## src/rtl/sifive_datatap_capture.sv

```systemverilog
// Ready/valid tap capture into a circular pre/post-trigger buffer, drained in order over a readout port.
// Optional per-beat timestamps: define SIFIVE_DATATAP_CAPTURE_TIMESTAMP_EN to add the counter and out_ts.
module sifive_datatap_capture #(
    parameter int CH        = 2,
    parameter int PAYLOAD_W = 32,
    parameter int DEPTH     = 16,
    parameter int TS_W      = 16
) (
    input  logic                                   clock,
    input  logic                                   reset_n,
    input  logic [CH-1:0]                          tap_valid,
    input  logic [CH-1:0]                          tap_ready,
    input  logic [CH*PAYLOAD_W-1:0]                tap_payload,
    input  logic                                   tap_gate,
    input  logic                                   ctl_arm,
    input  logic                                   ctl_clear,
    input  logic [CH-1:0]                          ctl_trig_ch_mask,
    input  logic [PAYLOAD_W-1:0]                   ctl_trig_match,
    input  logic [PAYLOAD_W-1:0]                   ctl_trig_mask,
    input  logic [$clog2(DEPTH)-1:0]               ctl_post_cnt,
    output logic [1:0]                             status_state,
    output logic                                   status_wrapped,
    output logic [7:0]                             status_drops,
    output logic                                   out_valid,
    input  logic                                   out_ready,
    output logic [((CH > 1) ? $clog2(CH) : 1)-1:0] out_ch,
    output logic [PAYLOAD_W-1:0]                   out_payload,
`ifdef SIFIVE_DATATAP_CAPTURE_TIMESTAMP_EN
    output logic [TS_W-1:0]                        out_ts,
`endif
    output logic                                   out_last
);

    localparam int AW = $clog2(DEPTH);
    localparam int CW = (CH > 1) ? $clog2(CH) : 1;

    if (CH < 1 || CH > 8 || DEPTH < 4 || (DEPTH & (DEPTH - 1)) != 0 || TS_W < 1) begin : g_bad_cfg
        $error("sifive_datatap_capture: unsupported parameter set");
    end

    typedef enum logic [1:0] {
        S_IDLE  = 2'd0,
        S_ARMED = 2'd1,
        S_POST  = 2'd2,
        S_DONE  = 2'd3
    } state_t;

    state_t          state;
    logic [AW-1:0]   wr_ptr;
    logic [AW-1:0]   rd_ptr;
    logic [AW-1:0]   post_cnt;
    logic [AW:0]     remain;

    logic [CH-1:0]        fire;
    logic [3:0]           n_fire;
    logic [CW-1:0]        win_ch;
    logic [PAYLOAD_W-1:0] win_pl;
    logic                 any_fire;
    logic                 capture;
    logic                 trig;
    logic [8:0]           drops_sum;
    logic [7:0]           drops_nxt;

    logic [AW-1:0]   drain_start;
    logic [AW:0]     drain_cnt;
    logic            drain_load;
    logic            drain_adv;
    logic [AW-1:0]   rd_sel;

    logic [CW-1:0]        mem_ch [DEPTH];
    logic [PAYLOAD_W-1:0] mem_pl [DEPTH];

    assign status_state = state;

    // Descending scan leaves the lowest-index firing channel as the winner.
    always_comb begin
        fire   = tap_valid & tap_ready & {CH{tap_gate}};
        win_ch = '0;
        n_fire = '0;
        for (int c = CH - 1; c >= 0; c--) begin
            if (fire[c]) win_ch = CW'(c);
        end
        for (int c = 0; c < CH; c++) begin
            n_fire = n_fire + 4'(fire[c]);
        end
    end

    assign any_fire  = |fire;
    assign win_pl    = tap_payload[win_ch*PAYLOAD_W +: PAYLOAD_W];
    assign capture   = any_fire & ((state == S_ARMED) | (state == S_POST));
    assign trig      = ctl_trig_ch_mask[win_ch] &
                       ((win_pl & ctl_trig_mask) == (ctl_trig_match & ctl_trig_mask));
    assign drops_sum = {1'b0, status_drops} + 9'(n_fire) - 9'd1;
    assign drops_nxt = drops_sum[8] ? 8'hFF : drops_sum[7:0];

    // Once wrapped, the oldest surviving entry sits at the write pointer.
    assign drain_start = status_wrapped ? wr_ptr : '0;
    assign drain_cnt   = status_wrapped ? {1'b1, {AW{1'b0}}} : {1'b0, wr_ptr};
    assign drain_load  = (state == S_DONE) & ~out_valid & ~ctl_clear;
    assign drain_adv   = (state == S_DONE) & out_valid & out_ready & ~out_last & ~ctl_clear;
    assign rd_sel      = drain_load ? drain_start : rd_ptr + 1'b1;

    always_ff @(posedge clock) begin
        if (capture) begin
            mem_ch[wr_ptr] <= win_ch;
            mem_pl[wr_ptr] <= win_pl;
        end
    end

    always_ff @(posedge clock or negedge reset_n) begin
        if (!reset_n) begin
            state          <= S_IDLE;
            wr_ptr         <= '0;
            rd_ptr         <= '0;
            post_cnt       <= '0;
            remain         <= '0;
            status_wrapped <= 1'b0;
            status_drops   <= '0;
            out_valid      <= 1'b0;
            out_last       <= 1'b0;
        end else if (ctl_clear) begin
            state          <= S_IDLE;
            wr_ptr         <= '0;
            rd_ptr         <= '0;
            post_cnt       <= '0;
            remain         <= '0;
            status_wrapped <= 1'b0;
            status_drops   <= '0;
            out_valid      <= 1'b0;
            out_last       <= 1'b0;
        end else begin
            case (state)
                S_IDLE: begin
                    if (ctl_arm) begin
                        state          <= S_ARMED;
                        wr_ptr         <= '0;
                        rd_ptr         <= '0;
                        status_wrapped <= 1'b0;
                        status_drops   <= '0;
                    end
                end
                S_ARMED, S_POST: begin
                    if (capture) begin
                        status_drops <= drops_nxt;
                        wr_ptr       <= wr_ptr + 1'b1;
                        if (wr_ptr == AW'(DEPTH - 1)) status_wrapped <= 1'b1;
                        if (state == S_ARMED) begin
                            if (trig) begin
                                post_cnt <= ctl_post_cnt;
                                state    <= (ctl_post_cnt == '0) ? S_DONE : S_POST;
                            end
                        end else begin
                            post_cnt <= post_cnt - 1'b1;
                            if (post_cnt == AW'(1)) state <= S_DONE;
                        end
                    end
                end
                S_DONE: begin
                    if (drain_load) begin
                        rd_ptr    <= rd_sel;
                        remain    <= drain_cnt;
                        out_valid <= 1'b1;
                        out_last  <= (drain_cnt == (AW+1)'(1));
                    end else if (drain_adv) begin
                        rd_ptr   <= rd_sel;
                        remain   <= remain - 1'b1;
                        out_last <= (remain == (AW+1)'(2));
                    end else if (out_valid && out_ready && out_last) begin
                        state     <= S_IDLE;
                        out_valid <= 1'b0;
                        out_last  <= 1'b0;
                    end
                end
                default: state <= S_IDLE;
            endcase
        end
    end

    // Output entry is registered so it stays put while the backend stalls.
    always_ff @(posedge clock or negedge reset_n) begin
        if (!reset_n) begin
            out_ch      <= '0;
            out_payload <= '0;
        end else if (drain_load || drain_adv) begin
            out_ch      <= mem_ch[rd_sel];
            out_payload <= mem_pl[rd_sel];
        end
    end

`ifdef SIFIVE_DATATAP_CAPTURE_TIMESTAMP_EN
    logic [TS_W-1:0] ts_cnt;
    logic [TS_W-1:0] mem_ts [DEPTH];

    always_ff @(posedge clock or negedge reset_n) begin
        if (!reset_n) ts_cnt <= '0;
        else          ts_cnt <= ts_cnt + 1'b1;
    end

    always_ff @(posedge clock) begin
        if (capture) mem_ts[wr_ptr] <= ts_cnt;
    end

    always_ff @(posedge clock or negedge reset_n) begin
        if (!reset_n)                     out_ts <= '0;
        else if (drain_load || drain_adv) out_ts <= mem_ts[rd_sel];
    end
`endif

endmodule

```

## config.mk

```make
export PLATFORM = sky130hd
export DESIGN_NAME = sifive_datatap_capture
export DESIGN_NICKNAME = d
export VERILOG_FILES = /design/src/rtl/sifive_datatap_capture.sv
export SDC_FILE = /design/constraint.sdc
export NUM_CORES = 1
export LEC_CHECK = 0
export BUFFER_PORTS_ARGS = -buffer_cell sky130_fd_sc_hd__clkbuf_2
export CORE_ASPECT_RATIO = 0.7
export CORE_UTILIZATION = 65
export DETAILED_ROUTE_END_ITERATION = 10
export MAX_ROUTING_LAYER = met4
export PLACE_DENSITY = 0.91
export SYNTH_ARGS = -nofsm -noshare
export SYNTH_HDL_FRONTEND = slang
export SYNTH_SLANG_ARGS = --single-unit
```

## constraint.sdc

```tcl
create_clock -name clock -period 4.3 [get_ports clock]
set_input_delay 0 -clock clock [delete_from_list [all_inputs] [get_ports clock]]
set_output_delay 0 -clock clock [all_outputs]
set_load 0.02 [all_outputs]
```

==> results of run 1 <==
-- final cells by class --
class / count / area, um2
flip-flops and latches: 591 / 17400
clock inverters: 24 / 215
multi-input cells: 1411 / 7760
well taps: 527 / 659
diodes: 1 / 2.50
inverters: 30 / 113
fillers: 2365 / 9600
repair buffers: 244 / 1510
clock buffers: 73 / 1450
-- kinds of logic after synthesis --
group,count (synthesis),synth area share (%)
AND/OR/NAND/NOR,969,16.5
flip-flops,591,67.7
buffers and inverters,169,2.59
AO/OA/AOI/OAI,372,10.4
XOR/XNOR,45,1.53
adder cells (fa/ha/maj),22,1.10
multiplexers,3,0.121
-- metal layers --
| layer | global-route usage, % | vias to the layer above |
|---|---|---|
| li1 | - | 8299 |
| met4 | 11.4 | 0 |
| met1 | 53.9 | 9399 |
| met3 | 7.65 | 180 |
| met5 | - | - |
| met2 | 59.0 | 1548 |
-- cell usage in the layout (no fill, tap or decap), types with 28 or more instances in the layout --
| cell | Yosys | layout |
|---|---|---|
| sky130_fd_sc_hd__a211oi_1 | 67 | 67 |
| sky130_fd_sc_hd__a21oi_1 | 30 | 30 |
| sky130_fd_sc_hd__a311oi_1 | 67 | 67 |
| sky130_fd_sc_hd__a31oi_1 | 71 | 69 |
| sky130_fd_sc_hd__and3_1 | 146 | 138 |
| sky130_fd_sc_hd__buf_4 | 0 | 38 |
| sky130_fd_sc_hd__clkbuf_16 | 0 | 53 |
| sky130_fd_sc_hd__clkbuf_2 | 1 | 188 |
| sky130_fd_sc_hd__dfrtp_1 | 63 | 63 |
| sky130_fd_sc_hd__edfxtp_1 | 528 | 528 |
| sky130_fd_sc_hd__inv_1 | 28 | 28 |
| sky130_fd_sc_hd__nand2_1 | 706 | 706 |
| sky130_fd_sc_hd__o21ai_0 | 30 | 29 |
| sky130_fd_sc_hd__o31ai_1 | 38 | 38 |
| sky130_fd_sc_hd__xor2_1 | 35 | 35 |
-- where the power goes --
part	total (mW)	internal, mW	switching (mW)
registers	6.78	6.56	0.226
clock network	4.62	2.55	2.07
logic	2.87	0.946	1.93
-- metrics by stage --
| step | worst slack [ps] | hold slack (ps) | utilization (%) | cells |
|---|---|---|---|---|
| finish | 593 | 37.4 | 75.2 | 2901 |
| global route | 314 | 53.7 | 75.2 | 2901 |
| CTS | 721 | 14.7 | 75.2 | 2900 |
| detailed placement | 800 | 253 | 70.7 | 2795 |
| global placement | 961 | 232 | 70.7 | 2795 |
| floorplan | 1170 | -296 | - | 2171 |
-- state kept, by name, indices dropped and copies added, names as in the netlist --
register / count
mem_ch: 16
rd_ptr: 4
status_drops: 8
out_valid: 1
mem_pl: 512
post_cnt: 4
status_wrapped: 1
wr_ptr: 4
remain: 5
out_payload: 32
status_state: 2
out_ch: 1
out_last: 1
-- path summary, 6_finish.rpt --
kind / start / endpoint / slack (ps) / cells past startpoint
max: status_state[0] / out_payload[24] / 590 / 9
min: ctl_trig_mask[16] / status_state[1] / 40 / 4
max reg2reg: status_state[0] / out_payload[24] / 590 / 9
min reg2reg: out_payload[18] / out_payload[18] / 490 / 2
max in group asynchronous: reset_n / out_payload[17] / 3380 / 2
min in group asynchronous: reset_n / post_cnt[3] / 150 / 2
-- timing repair --
item / in CTS / in global routing
buffers inserted: 0 / 0
hold endpoints to repair: 70 / 0
hold buffers: 8 / 0
-- critical path, cell delays in order (launching register included) --
cell and delay (ps):
sky130_fd_sc_hd__dfrtp_1 450, sky130_fd_sc_hd__ha_1 330, sky130_fd_sc_hd__nor3b_2 560, sky130_fd_sc_hd__mux2_8 750, sky130_fd_sc_hd__buf_12 330, sky130_fd_sc_hd__nand2_1 80
sky130_fd_sc_hd__and3_1 190, sky130_fd_sc_hd__a311oi_1 290, sky130_fd_sc_hd__a211oi_1 100, sky130_fd_sc_hd__o31ai_1 360
==> results.md, run 1 <==
Status:
- The flow ran to the end, and the final reports show no timing, DRC or antenna violations.

Logic synthesis:
- Synthesis inferred 591 register bits.
- In this run the biggest area consumer among cell types represents 61.6% of the synthesized area.
- The number of unique standard cell types used by synthesis is 76.
- Synthesis produced 2171 cells.
- Summing every instance area after synthesis gives 25800 um2.
- The most common flop cell mapped by yosys is sky130_fd_sc_hd__edfxtp_1.
- The async set-reset flop share out of synthesis is 10.7%.
- The number of nets produced by synthesis is about 2300.
- The cell type with the largest total area after synthesis is sky130_fd_sc_hd__edfxtp_1.
- After synthesis, flip-flops and latches occupy 67.7% of the total area.
- The most instantiated library cell after synthesis is sky130_fd_sc_hd__nand2_1.
- The synthesized design contains 528 enable-type register cells.
- Sorting the synthesized cells by area gives the leading types as sky130_fd_sc_hd__edfxtp_1 62%, sky130_fd_sc_hd__nand2_1 10%, sky130_fd_sc_hd__dfrtp_1 6.1%, sky130_fd_sc_hd__and3_1 3.5%, sky130_fd_sc_hd__a311oi_1 2.3%.
- The number of warning messages in the yosys log is 0.
- The mean instance size in the synthesized netlist is ~12 um2.
- Sorting the synthesized cells by how often they occur yields 706 x sky130_fd_sc_hd__nand2_1, 528 x sky130_fd_sc_hd__edfxtp_1, 146 x sky130_fd_sc_hd__and3_1.

Floorplan:
- In this run the core area contains 60 standard-cell rows.
- The die is roughly 240 um wide.
- The area of the die is around 40000 um2.
- The core region is 38700 um2.
- The I/O pin count is between 150 and 200.
- Once the floorplan was initialized, standard cells occupied 66.5% of the core.
- The vertical die dimension is 169 um.

Pwr:
- In this run the power density over the cells is around 490 nW/um2.
- The analysis attributes to cell leakage a power of 11.2 nW.
- IR analysis of the VDD net gives a maximum drop of ~0.41 mV.
- Overall power consumption after layout is estimated at approximately 14 mW.

STA:
- The worst-margin pin slew is 1240 ps.
- The count of endpoints failing hold in the final timing report came to 0.
- Summed over all failing endpoints, the final setup total negative slack is 0 ps.
- After layout, the worst path uses 86.2% of the clock period.
- The worst clock skew is about 24 ps.
- Derived from the worst setup path, the maximum achievable clock frequency is roughly 270 MHz.
- Setup repair after global routing left no endpoint under its margin.
- The post-layout minimum cycle time is ~3700 ps.
- The number of endpoints failing setup at the final stage is 0.
- Headroom to the max-slew limit came out at 17.2%.
- The final max-slew violation count is 0.

Routing:
- The wire length on met2 is about 35000 um.
- In the routed design, unresolved DRC markers number 0.
- The count of routing violations after the opening detailed-route iteration is 3074.
- The routed length on met3 is 9970 um.
- Dividing the detail-routed wire length by the instance count gives 26.1 um.
- The iteration count of the initial detailed-routing pass is 6.
- The post-route met1 wirelength is 28600 um.
- The final route contains 19426 vias.
- The uppermost metal layer occupied by signal nets is met4.
- The count of nets left with antenna violations once routing finished came out at 0.
- Using the TritonRoute via totals, the vias-per-cell ratio works out to about 6.7.
- The final layout contains routed wiring with a total length of 75800 um.

Clock tree:
- The cell chosen for the clock root is sky130_fd_sc_hd__clkbuf_16.
- For this design, the sink count on the clock tree is 591.
- After clock tree synthesis, the clock-pin slew on the worst setup and hold paths is roughly 60 ps.
- The number of buffers created by CTS is 52.
- TritonCTS built the clock tree.
- Counting along the longest clock path gives a buffer depth of 3.
- The post-cts sizing count is 0.
- The H-tree generated during clock tree synthesis spans 2 levels.
- Clock latency on the worst-skew pair, taken at its later pin, is approximately 600 ps.

Finish:
- Once layout is done, the placed cells without fillers occupy between 20000 and 30000 um2.
- The ratio of cells with drive above 1 in the final layout is 14.6%.
- The net count of the finished layout is 2496.
- Relative to the synthesized area, the layout overhead comes to 13.2%.

GRT:
- The via count of the first global-routing pass was 18975.
- The pin count of the biggest net entering global routing is 134.
- The number of antenna violations at the first check in global routing came to 1.
- Global routing used 38.8% of the available tracks.
- Summed over all layers, the global routing overflow is 0.
- The first global-routing pass estimated about 110000 um of wire.

Worst setup path:
- Along the worst path, the maximum fanout reaches roughly 100.
- The worst setup path is launched from a flop.
- The data required time of the worst path is 4770 ps.
- The setup path with the least slack is of type flop to flop.
- The data arrival time of the critical path is 4180 ps.
- The critical path endpoint category is a flop.

Placed design:
- The post-placement cell area is 27400 um2.
- The HPWL after detailed placement is roughly 45000 um.
- The number of buffer cells added on primary ports is 189.
- At the end of routability-driven placement, the weighted congestion stood at between 1 and 1.5.

Min path:
- The worst hold-check path type is input port to flop.

Run:
- The total of max-cap violations is 0.
Note: power is estimated with default switching activity, not from simulation.
==> run 2, diff against run 1 <==
--- a/config.mk
+++ b/config.mk
@@ -11,6 +11,7 @@
 export DETAILED_ROUTE_END_ITERATION = 10
 export MAX_ROUTING_LAYER = met4
 export PLACE_DENSITY = 0.91
+export RECOVER_POWER = 100
 export SYNTH_ARGS = -nofsm -noshare
 export SYNTH_HDL_FRONTEND = slang
 export SYNTH_SLANG_ARGS = --single-unit
==> run 2 against run 1 <==
- the run now ends with max-capacitance violations, max-slew violations left
- sequential share of layout area rose by 0.33 points
- die area did not move
- via count increased by 0.40%
- first-iteration DRC count rose by 2.6%
- design area decreased by 0.55%
- largest power group unchanged
==> results.md, run 2 (same netlist as run 1, synthesis figures left out) <==
Routing:
- The average vias per placed instance came to 6.72 (+0.40%).
- The count of nets left with antenna violations after detail routing is 0 (unchanged).
- The routed wirelength normalized by instance count was 26.1 um (about the same).
- The post-route DRC violation count is 0 (unchanged).
- The wire length reported by the detailed router is 75800 um (about the same).
- The iteration count of the initial detailed-routing pass is 6 (unchanged).
- The via count of the routed design is 19504 (+0.40%).
- The count of routing violations after the opening detailed-route iteration is 3155 (+2.6%).

Pwr:
- The leakage dissipation is 10.9 nW (-2.0%).
- The share of power burned in the clock network is 32.5% (about the same).
- The part of the total power dissipated in sequential elements is 47.7% (+0.2 points).
- The cell-internal power was 10.0 mW (-0.53%).
- The ratio of total power to cell area is 491 nW/um2 (+0.18%).
- The net switching power figure is 4.22 mW (about the same).
- The switching part of the total power is 29.7% (+0.11 points).
- The part of the power in combinational logic is 19.8% (-0.3 points).
- The worst supply voltage drop on vdd is 0.405 mV (about the same).

Finish:
- The largest register by flop count is mem_pl.
- The area growth from synthesis to layout is 12.5%.
- The top cell types in the final layout, fill and taps aside, are 707 x sky130_fd_sc_hd__nand2_1, 528 x sky130_fd_sc_hd__edfxtp_1, 151 x sky130_fd_sc_hd__clkbuf_2.
- The ratio of cells with drive above 1 in the final layout is 11.6% (-3.0 points).
- The library cell used most frequently in the layout, excluding fill and tap cells, is sky130_fd_sc_hd__nand2_1.
- The number of nets in the final layout is 2496 (unchanged).
- The flip-flop count of the largest register, all copies and words added is 512 (unchanged).
- The largest registers in the layout are mem_pl (512), out_payload (32), mem_ch (16).

Clock tree:
- The number of buffers created by CTS is 52 (unchanged).
- The number of buffers added for setup after CTS is 0 (unchanged).
- The number of sinks handled by clock tree synthesis is 591 (unchanged).
- The number of buffers added to fix hold violations after cts was 8 (unchanged).
- The maximum root-to-sink buffer count was 3 (unchanged).
- TritonCTS built the clock tree.
- The post-cts sizing count is 0 (unchanged).
- The count of H-tree levels built during CTS is 2 (unchanged).
- The post-CTS clock slew at the launch and capture registers of the worst setup and hold paths is 70 ps (about the same).
- The cell chosen for the clock root is sky130_fd_sc_hd__clkbuf_16.
- The insertion delay to the later sink of the worst-skew pair is 600 ps (about the same).

STA:
- Setup repair after global routing left no endpoint under its margin.
- The max-slew headroom at the worst pin is -46.3% (-64 points).
- The worst-margin pin slew is 2190 ps (+953 ps).
- The post-route worst hold slack was 52.3 ps (+14.9 ps).
- The worst clock skew came to 23.4 ps (-0.954 ps).
- The maximum clock frequency was 246 MHz (-8.6%).
- The count of endpoints failing hold in the final timing report is 0 (unchanged).
- The number of endpoints failing setup at the final stage came to 0 (unchanged).
- The final max-slew violation count was 193 (+193).
- The portion of the clock cycle consumed by the worst path in the final layout is 94.4% (+8.2 points).
- The post-layout minimum cycle time was 4060 ps (+351 ps).
- The total negative setup slack is 0 ps (unchanged).

Floorplan:
- The vertical die dimension was 169 um (unchanged).
- The horizontal die dimension is 240 um (unchanged).
- The effective utilization at floorplan was 66.5% (unchanged).
- The count of standard-cell rows is 60 (unchanged).
- The area of the die is 40400 um2 (unchanged).
- The area of the core came to 38700 um2 (unchanged).
- The I/O pin count is 190 (unchanged).

Run:
- The total of max-cap violations came to 7 (+7).

Worst setup path:
- The largest individual stage delay along the critical path comes from the cell sky130_fd_sc_hd__and2_0.
- The critical path buffer and inverter count is 2 (+1).
- The data arrival time of the critical path is 4270 ps (+90 ps).
- The element type at the critical path start is a flop.
- STA classifies the critical path endpoint as a flop.
- The category of cells accounting for the largest share of critical-path delay is simple AND/OR/NAND/NOR gates.
- The critical path in this run is classified as flop to flop.
- Walking the worst path, the cells encountered are inv_1 -> ha_1 -> o21a_1 -> and3_1 -> and2_0 -> buf_2.
- The maximum single-stage delay on the critical path is 1010 ps (+260 ps).
- The peak fanout along the critical path is 22 (-79%).
- The data required time of the worst path was 4510 ps (-260 ps).

GRT:
- The via count of the first global-routing pass is 18975 (unchanged).
- The total congestion overflow is 0 (unchanged).
- The global router's overall resource usage is 38.8% (unchanged).
- The number of antenna violations at the first check in global routing is 1 (unchanged).
- The wire length of the first global-routing pass is 112000 um (unchanged).
- The pin count of the biggest net entering global routing came to 134 (unchanged).

Status:
- The checks that failed: max-capacitance violations, max-slew violations.
- The run finished, with violations left.

Placed design:
- The global placer's final weighted congestion is 1.01 (unchanged).
- The number of buffer cells added on primary ports is 189 (unchanged).
- The HPWL after detailed placement is 45300 um (unchanged).

Min path:
- In this run the worst hold path is classified as input port to flop.
==> run 2: cell types whose count changed in the layout (fill, tap and decap cells not counted), moves of 2 or more <==
cell | previous run | this run
sky130_fd_sc_hd__and3_2 | 8 | 4
sky130_fd_sc_hd__and2_2 | 8 | 3
sky130_fd_sc_hd__clkbuf_2 | 188 | 151
sky130_fd_sc_hd__and2_0 | 0 | 3
sky130_fd_sc_hd__clkbuf_1 | 15 | 74
sky130_fd_sc_hd__and2_1 | 1 | 3
sky130_fd_sc_hd__buf_4 | 38 | 15
sky130_fd_sc_hd__and3_1 | 138 | 142
==> run 2: per-stage QoR <==
step	power, mW	area [um2]	cells	setup slack (ps)	utilization (%)
after CTS	14.2	29100	2900	721	75.2
after global placement	9.52	27400	2795	961	70.7
after floorplan	8.63	25800	2171	1170	-
after global routing	14.7	29000	2901	161	74.8
final	14.2	29000	2901	242	74.8
after detailed placement	9.67	27400	2795	800	70.7
==> run 2: worst register-to-register path, stage by stage (launching register included) <==
cell                      delay [ps]
sky130_fd_sc_hd__dfrtp_1         450
sky130_fd_sc_hd__inv_1            70
sky130_fd_sc_hd__ha_1            420
sky130_fd_sc_hd__o21a_1          560
sky130_fd_sc_hd__and3_1          320
sky130_fd_sc_hd__and2_0         1020
sky130_fd_sc_hd__buf_2           830
==> run 2: power by group through the flow <==
| stage | sequential (mW) | clock (mW) | combinational [mW] |
|---|---|---|---|
| 5_1_grt | 6.80 | 4.83 | 3.05 |
| 3_3_place_gp | 6.88 | 0 | 2.64 |
| 3_5_place_dp | 6.89 | 0 | 2.78 |
| 2_1_floorplan | 7.04 | 0 | 1.60 |
| 6_report | 6.78 | 4.63 | 2.82 |
| 4_1_cts | 6.78 | 4.62 | 2.82 |
==> run 2: worst paths after layout <==
check | startpoint | endpoint | slack (ps) | depth (start not counted)
worst max-delay path | status_state[0] | mem_pl[12][15] | 240 | 6
worst min-delay path | ctl_trig_mask[16] | status_state[1] | 50 | 4
worst max register to register | status_state[0] | mem_pl[12][15] | 240 | 6
worst min register to register | out_payload[18] | out_payload[18] | 490 | 2
max in group asynchronous | reset_n | out_payload[17] | 2380 | 2
min in group asynchronous | reset_n | post_cnt[3] | 570 | 2
==> run 2: per-layer routing <==
metal	vias up	routed length [um]	part of all wire, %	global-route usage, %
li1	8301	-	-	-
met1	9446	28500	38	53.9
met2	1558	35200	46	59.0
met3	199	10000	13	7.65
met4	0	2080	2.7	11.4
met5	-	0	0	-
==> run 2: cell type report <==
| type | count | area (um2) |
|---|---|---|
| multi-input combinational | 1411 | 7730 |
| inverter | 30 | 113 |
| timing repair buffer | 244 | 1380 |
| tap | 527 | 659 |
| clock buffer | 73 | 1450 |
| sequential | 591 | 17400 |
| clock inverter | 24 | 215 |
| fill | 2433 | 9760 |
| antenna | 1 | 2.50 |
